### src/rtl/hazard_control_unit_if.sv
// Decode/execute hazard bus: pipeline-side inputs and the controller's stall/flush/branch outputs.
// The master modport is the pipeline side; the slave modport is the hazard controller.
interface hazard_control_unit_if #(
    parameter int DATA_W       = 16,
    parameter int REG_AW       = 4,
    parameter int OPC_W        = 4,
    parameter int FLUSH_STAGES = 2,
    parameter int CNT_W        = 16
);
    logic [OPC_W-1:0]        opcode_decode;
    logic [OPC_W-1:0]        opcode_execute;
    logic                    load_execute;
    logic [REG_AW-1:0]       rd_execute;
    logic [REG_AW-1:0]       rs1_decode;
    logic [REG_AW-1:0]       rs2_decode;
    logic                    rs1_used_decode;
    logic                    rs2_used_decode;
    logic [DATA_W-1:0]       op_a_execute;
    logic [DATA_W-1:0]       op_b_execute;

    logic                    stall;
    logic                    bubble;
    logic [FLUSH_STAGES-1:0] flush;
    logic                    branch_taken;
    logic [CNT_W-1:0]        stall_cycles;
    logic [CNT_W-1:0]        flush_events;

    modport master (
        output opcode_decode, opcode_execute, load_execute, rd_execute,
        output rs1_decode, rs2_decode, rs1_used_decode, rs2_used_decode,
        output op_a_execute, op_b_execute,
        input  stall, bubble, flush, branch_taken, stall_cycles, flush_events
    );

    modport slave (
        input  opcode_decode, opcode_execute, load_execute, rd_execute,
        input  rs1_decode, rs2_decode, rs1_used_decode, rs2_used_decode,
        input  op_a_execute, op_b_execute,
        output stall, bubble, flush, branch_taken, stall_cycles, flush_events
    );
endinterface

### src/rtl/hazard_control_unit.sv
// Load-use stall counter and taken-BEQ flush with a post-flush suppression window.
// Optional saturating performance counters are built only when HAZARD_PERF_CNT_EN is defined.
module hazard_control_unit #(
    parameter int             DATA_W            = 16,
    parameter int             REG_AW            = 4,
    parameter int             OPC_W             = 4,
    parameter int             LOAD_STALL_CYCLES = 1,
    parameter int             FLUSH_STAGES      = 2,
    parameter logic [OPC_W-1:0] OPC_NOP         = 4'b0000,
    parameter logic [OPC_W-1:0] OPC_BEQ         = 4'b0100,
    parameter int             CNT_W             = 16
) (
    input  logic                 clk,
    input  logic                 rst_n,
    hazard_control_unit_if.slave bus,
    output logic [1:0]           o_dbg_state
);
    localparam logic [1:0] S_IDLE     = 2'd0;
    localparam logic [1:0] S_STALL    = 2'd1;
    localparam logic [1:0] S_SUPPRESS = 2'd2;

    localparam bit         MULTI_STALL  = (LOAD_STALL_CYCLES > 1);
    localparam bit         MULTI_FLUSH  = (FLUSH_STAGES > 1);
    localparam logic [2:0] STALL_RELOAD = 3'(LOAD_STALL_CYCLES - 1);
    localparam logic [2:0] FLUSH_RELOAD = 3'(FLUSH_STAGES - 1);

    logic [1:0] r_state;
    logic [2:0] r_cnt;
    logic [1:0] w_state_nxt;
    logic [2:0] w_cnt_nxt;

    logic                    w_hit;
    logic                    w_take;
    logic                    w_stall;
    logic [FLUSH_STAGES-1:0] w_flush;
    logic                    w_branch;

    // Hazard only if decode really reads the register being loaded.
    assign w_hit = bus.load_execute && (bus.opcode_decode != OPC_NOP) &&
                   ((bus.rs1_used_decode && (bus.rs1_decode == bus.rd_execute)) ||
                    (bus.rs2_used_decode && (bus.rs2_decode == bus.rd_execute)));

    assign w_take = (bus.opcode_execute == OPC_BEQ) &&
                    (bus.op_a_execute == bus.op_b_execute);

    always_comb begin
        w_state_nxt = r_state;
        w_cnt_nxt   = r_cnt;
        w_stall     = 1'b0;
        w_flush     = '0;
        w_branch    = 1'b0;
        // A taken branch wins in every state: it aborts a stall or restarts suppression.
        if (w_take) begin
            w_branch = 1'b1;
            w_flush  = '1;
            if (MULTI_FLUSH) begin
                w_state_nxt = S_SUPPRESS;
                w_cnt_nxt   = FLUSH_RELOAD;
            end else begin
                w_state_nxt = S_IDLE;
                w_cnt_nxt   = 3'd0;
            end
        end else begin
            case (r_state)
                S_IDLE: begin
                    if (w_hit) begin
                        w_stall = 1'b1;
                        if (MULTI_STALL) begin
                            w_state_nxt = S_STALL;
                            w_cnt_nxt   = STALL_RELOAD;
                        end
                    end
                end
                S_STALL: begin
                    w_stall   = 1'b1;
                    w_cnt_nxt = r_cnt - 3'd1;
                    if (r_cnt == 3'd1) begin
                        w_state_nxt = S_IDLE;
                    end
                end
                S_SUPPRESS: begin
                    w_cnt_nxt = r_cnt - 3'd1;
                    if (r_cnt == 3'd1) begin
                        w_state_nxt = S_IDLE;
                    end
                end
                default: begin
                    w_state_nxt = S_IDLE;
                    w_cnt_nxt   = 3'd0;
                end
            endcase
        end
    end

    always_ff @(posedge clk) begin
        if (!rst_n) begin
            r_state <= S_IDLE;
            r_cnt   <= 3'd0;
        end else begin
            r_state <= w_state_nxt;
            r_cnt   <= w_cnt_nxt;
        end
    end

    // Outputs are killed in the reset cycle itself, not just after the edge.
    assign bus.stall        = rst_n && w_stall;
    assign bus.bubble       = rst_n && w_stall;
    assign bus.flush        = rst_n ? w_flush : '0;
    assign bus.branch_taken = rst_n && w_branch;
    assign o_dbg_state      = r_state;

`ifdef HAZARD_PERF_CNT_EN
    logic [CNT_W-1:0] r_stall_cycles;
    logic [CNT_W-1:0] r_flush_events;

    always_ff @(posedge clk) begin
        if (!rst_n) begin
            r_stall_cycles <= '0;
            r_flush_events <= '0;
        end else begin
            if (w_stall && (r_stall_cycles != {CNT_W{1'b1}})) begin
                r_stall_cycles <= r_stall_cycles + 1'b1;
            end
            if (w_take && (r_flush_events != {CNT_W{1'b1}})) begin
                r_flush_events <= r_flush_events + 1'b1;
            end
        end
    end

    assign bus.stall_cycles = r_stall_cycles;
    assign bus.flush_events = r_flush_events;
`else
    assign bus.stall_cycles = '0;
    assign bus.flush_events = '0;
`endif
endmodule

### src/flat_wrapper.sv
// flat-port wrapper written by rule: the top's interface ports become plain ports
module hazard_control_unit_flat 
#(
    parameter int             DATA_W            = 16,
    parameter int             REG_AW            = 4,
    parameter int             OPC_W             = 4,
    parameter int             LOAD_STALL_CYCLES = 1,
    parameter int             FLUSH_STAGES      = 2,
    parameter logic [OPC_W-1:0] OPC_NOP         = 4'b0000,
    parameter logic [OPC_W-1:0] OPC_BEQ         = 4'b0100,
    parameter int             CNT_W             = 16
)
  (clk, rst_n, o_dbg_state, bus_opcode_decode, bus_opcode_execute, bus_load_execute, bus_rd_execute, bus_rs1_decode, bus_rs2_decode, bus_rs1_used_decode, bus_rs2_used_decode, bus_op_a_execute, bus_op_b_execute, bus_stall, bus_bubble, bus_flush, bus_branch_taken, bus_stall_cycles, bus_flush_events);
  hazard_control_unit_if #(.DATA_W(DATA_W), .REG_AW(REG_AW), .OPC_W(OPC_W), .FLUSH_STAGES(FLUSH_STAGES), .CNT_W(CNT_W)) bus_i ();
  input  logic clk;
  input  logic rst_n;
  output logic [1:0] o_dbg_state;
  input wire logic [$bits(bus_i.opcode_decode)-1:0] bus_opcode_decode;
  input wire logic [$bits(bus_i.opcode_execute)-1:0] bus_opcode_execute;
  input wire logic [$bits(bus_i.load_execute)-1:0] bus_load_execute;
  input wire logic [$bits(bus_i.rd_execute)-1:0] bus_rd_execute;
  input wire logic [$bits(bus_i.rs1_decode)-1:0] bus_rs1_decode;
  input wire logic [$bits(bus_i.rs2_decode)-1:0] bus_rs2_decode;
  input wire logic [$bits(bus_i.rs1_used_decode)-1:0] bus_rs1_used_decode;
  input wire logic [$bits(bus_i.rs2_used_decode)-1:0] bus_rs2_used_decode;
  input wire logic [$bits(bus_i.op_a_execute)-1:0] bus_op_a_execute;
  input wire logic [$bits(bus_i.op_b_execute)-1:0] bus_op_b_execute;
  output wire logic [$bits(bus_i.stall)-1:0] bus_stall;
  output wire logic [$bits(bus_i.bubble)-1:0] bus_bubble;
  output wire logic [$bits(bus_i.flush)-1:0] bus_flush;
  output wire logic [$bits(bus_i.branch_taken)-1:0] bus_branch_taken;
  output wire logic [$bits(bus_i.stall_cycles)-1:0] bus_stall_cycles;
  output wire logic [$bits(bus_i.flush_events)-1:0] bus_flush_events;
  assign bus_i.opcode_decode = bus_opcode_decode;
  assign bus_i.opcode_execute = bus_opcode_execute;
  assign bus_i.load_execute = bus_load_execute;
  assign bus_i.rd_execute = bus_rd_execute;
  assign bus_i.rs1_decode = bus_rs1_decode;
  assign bus_i.rs2_decode = bus_rs2_decode;
  assign bus_i.rs1_used_decode = bus_rs1_used_decode;
  assign bus_i.rs2_used_decode = bus_rs2_used_decode;
  assign bus_i.op_a_execute = bus_op_a_execute;
  assign bus_i.op_b_execute = bus_op_b_execute;
  assign bus_stall = bus_i.stall;
  assign bus_bubble = bus_i.bubble;
  assign bus_flush = bus_i.flush;
  assign bus_branch_taken = bus_i.branch_taken;
  assign bus_stall_cycles = bus_i.stall_cycles;
  assign bus_flush_events = bus_i.flush_events;
  hazard_control_unit #(.DATA_W(DATA_W), .REG_AW(REG_AW), .OPC_W(OPC_W), .LOAD_STALL_CYCLES(LOAD_STALL_CYCLES), .FLUSH_STAGES(FLUSH_STAGES), .OPC_NOP(OPC_NOP), .OPC_BEQ(OPC_BEQ), .CNT_W(CNT_W)) u_core (.clk(clk), .rst_n(rst_n), .bus(bus_i), .o_dbg_state(o_dbg_state));
endmodule
### config.mk
export PLATFORM = sky130hd
export DESIGN_NAME = hazard_control_unit_flat
export DESIGN_NICKNAME = d
export VERILOG_FILES = /design/src/rtl/hazard_control_unit_if.sv /design/src/rtl/hazard_control_unit.sv /design/src/flat_wrapper.sv
export SDC_FILE = /design/constraint.sdc
export NUM_CORES = 1
export LEC_CHECK = 0
export CORE_UTILIZATION = 29
export DETAILED_ROUTE_END_ITERATION = 8
export PLACE_DENSITY = 0.87
export SLEW_MARGIN = 20
export SYNTH_ARGS = -nofsm -noshare
export SYNTH_HDL_FRONTEND = slang
export SYNTH_SLANG_ARGS = --single-unit
### constraint.sdc
create_clock -name clk -period 1.8 [get_ports clk]
set_input_delay 0.18 -clock clk [delete_from_list [all_inputs] [get_ports clk]]
set_output_delay 0.18 -clock clk [all_outputs]
set_load 0.01 [all_outputs]
==> flow_summary.ini, run 1 <==
[layout]
n_fill_cell = 237
stdcell_area_mm2 = 0.00144
area_growth_syn_to_layout_pct = 81.2
nNetsFinal = 225
layout.cells.non_filler = 194
drive_gt1_frac = 0.134
diodes = 0
post-route-util = 0.567

[clocking]
htreeDepth = 1
clkSlewWorstSetupHoldPaths_ps = 40
cts_sinks = 4
clk-insertion-delay-late_ps = 240
cts_buffers = 3
cts_tree = yes
clk_path_buf_depth = 2
cts_root_buffer = clkbuf_4

[routing]
met1Wirelength_um = 652
dr.max_layer_used = met4
drc = 0
viasPerCell = 4.04
first_pass_iters = 4
vias = 783
drt_first_iter_violations = 9
wl_per_cell_um = 10.9
wl_met3_um = 129
ant_nets = 0
routed_wl_mm = 2.12
wl_met2_mm = 1.33

[run_status]
status = finished, final reports clean

[pwr]
pwr-share-comb = 0.525
power_density_mw_per_mm2 = 294
p_seq_frac = 0.210
peakVddDrop_mv = 0.230
p_int_w = 0.000295
sw_frac_of_total = 0.306
switchingPower_w = 0.000130
pwr-share-clk = 0.265
p_leak_nw = 0.892

[synthesis]
synth_seq_cells = 4
synthArstFlopShare = 0
synth_warnings = 0
syn-cell-area_um2 = 797
synth_area_per_cell_um2 = 8.05
synth_edf_count = 0
synth_cells = 99
ys_types = 25
synth_ff_type = dfxtp_1
ys_seq_area_frac = 0.100

[sta]
slew_viol_final = 0
hold_viol_final = 0
max_freq_mhz = 591
rsz0062_at_grt = false
setup_viol = 0
fin_crit_sh = 0.941
whs_ps = 612
period_needed_ps = 1690
skew_ps = 0.494

[die]
ios = 96
row_count = 18
dieArea_mm2 = 0.00296
chipHeight_um = 54.4
core_area_mm2 = 0.00254
dieWidth_um = 54.4
initial_core_util = 0.313

[placement]
dpl.cell_count = 189
dp_hpwl_mm = 1.69
dpl_cell_area_mm2 = 0.00132
numPortBuffers = 62
place.gp.congestion = 0.699

[global_routing]
antenna_found_initial = 0
grtUsageTotal = 0.123
grt_pass1_wl_mm = 2.57
grt_max_degree = 7
grt_pass1_vias = 669
grt_remaining_overflow = 0

[worst_setup_path]
cp.required_ps = 1620
endpoint_kind = output pin
crit_arrival_ps = 1510
crit_chain = clkdlybuf4s50_1, xor2_1, nor4_2, nand4_2, nor3b_4, buf_2
rr_worst_depth = 4
reg2reg_slack_ps = 760
crit_slowest_cell = clkdlybuf4s50_1
start_kind = primary input
critical-path-max-stage-delay_ps = 420
critPathKind = in -> out
cp_max_fo = 3

[worst_hold_path]
hold_class = reg -> reg
min_path_cells = 2

[run]
drv_cap = 0
-- layout by cell type (no fill, tap or decap), drive strengths merged --
| cell | netlist | final |
|---|---|---|
| inv | 7 | 7 |
| o22ai | 1 | 1 |
| clkdlybuf4s50 | 0 | 22 |
| xnor2 | 15 | 15 |
| nor4b | 1 | 1 |
| a21oi | 4 | 4 |
| nor3b | 1 | 1 |
| and3 | 2 | 2 |
| nand2 | 2 | 2 |
| dfxtp | 4 | 4 |
| conb | 1 | 33 |
| nor2 | 2 | 2 |
| nand4 | 3 | 3 |
| nand3 | 1 | 1 |
| o21ai | 2 | 2 |
| nor4 | 2 | 2 |
| nor3 | 2 | 2 |
| clkbuf | 0 | 3 |
| ha | 2 | 2 |
| buf | 36 | 9 |
| or4 | 1 | 1 |
| dlymetal6s2s | 0 | 35 |
| nand4b | 1 | 1 |
| xor2 | 8 | 8 |
| a222oi | 1 | 1 |
-- cells in the mapped netlist, types with 2 or more instances --
library cell,n,area [um^2]
o21ai_0,2,10.0
dfxtp_1,4,80.1
inv_1,7,26.3
nand4_1,2,12.5
ha_1,2,25.0
and3_1,2,12.5
xor2_1,8,70.1
nand2_1,2,7.51
nor2_1,2,7.51
a21oi_1,4,20.0
xnor2_1,15,131
buf_4,36,270
-- area by class of cell --
cell class | instances | area [um^2] | share of cell area
Clock buffer | 3 | 22.5 | 0.0156
Inverter | 7 | 26.3 | 0.0182
Multi-Input combinational cell | 84 | 564 | 0.391
Sequential cell | 4 | 80.1 | 0.0555
Tap cell | 30 | 37.5 | 0.0260
Timing Repair Buffer | 66 | 713 | 0.494
-- flip-flops by register name (all words and copies together) (netlist names) --
register	flops
u_core.o_dbg_state	1
u_core.r_cnt	3
-- repair_timing --
action                                  CTS  global route
gates cloned                              0             0
resized for setup                        22            40
setup buffers                             2             0
pin swaps                                 5            23
hold buffers                              0             0
endpoints found under the setup margin    5             7
-- kinds of logic after synthesis --
family / count (synthesis) / synth area share
DFF: 4 / 0.100
other: 1 / 0.00471
adders and majority gates: 2 / 0.0314
and+or+nand+nor: 18 / 0.181
buffers and inverters: 43 / 0.372
xor gates and xnor gates: 23 / 0.253
AOI/OAI and AO/OA: 8 / 0.0581
-- worst max-delay path: cells and delay by family --
kind	cells	cell delay [ps]
buffers and inverters	2	560
xor gates and xnor gates	1	180
and+or+nand+nor	3	590
-- per-stage QoR --
stage | setup WS [ps] | total power (W) | setup TNS, ps
2_1_floorplan | 409 | 0.000230 | 0
3_3_place_gp | -421 | 0.000316 | -1970
3_5_place_dp | -421 | 0.000318 | -1980
4_1_cts | 14.5 | 0.000432 | 0
5_1_grt | 8.66 | 0.000455 | 0
6_report | 107 | 0.000424 | 0
-- metal layers --
metal  up-vias  track usage
met4         0       0.0513
met2        38        0.256
met1       357        0.107
li1        385            -
met5         -            0
met3         3       0.0306
-- worst paths after layout --
path / from / end
worst max register to register: u_core.r_cnt[0] / u_core.r_cnt[1]
worst min register to register: u_core.r_cnt[2] / u_core.r_cnt[2]
worst min-delay path: u_core.r_cnt[2] / u_core.r_cnt[2]
worst max-delay path: bus_op_b_execute[1] / bus_stall
-- power by group through the flow --
stage	Combinational, W	Sequential (W)	Clock, W
final	0.000223	0.0000892	0.000112
after global routing	0.000242	0.0000890	0.000124
after CTS	0.000229	0.0000891	0.000114
after detailed placement	0.000227	0.0000905	0
after global placement	0.000225	0.0000905	0
after floorplan	0.000140	0.0000905	0
No activity file was read; power rests on OpenSTA's default activity.
==> run 2, diff against run 1 <==
- SLEW_MARGIN: 20 -> not set
==> results of run 2 <==
Final layout, timing and power as in run 1 (identical DEF).
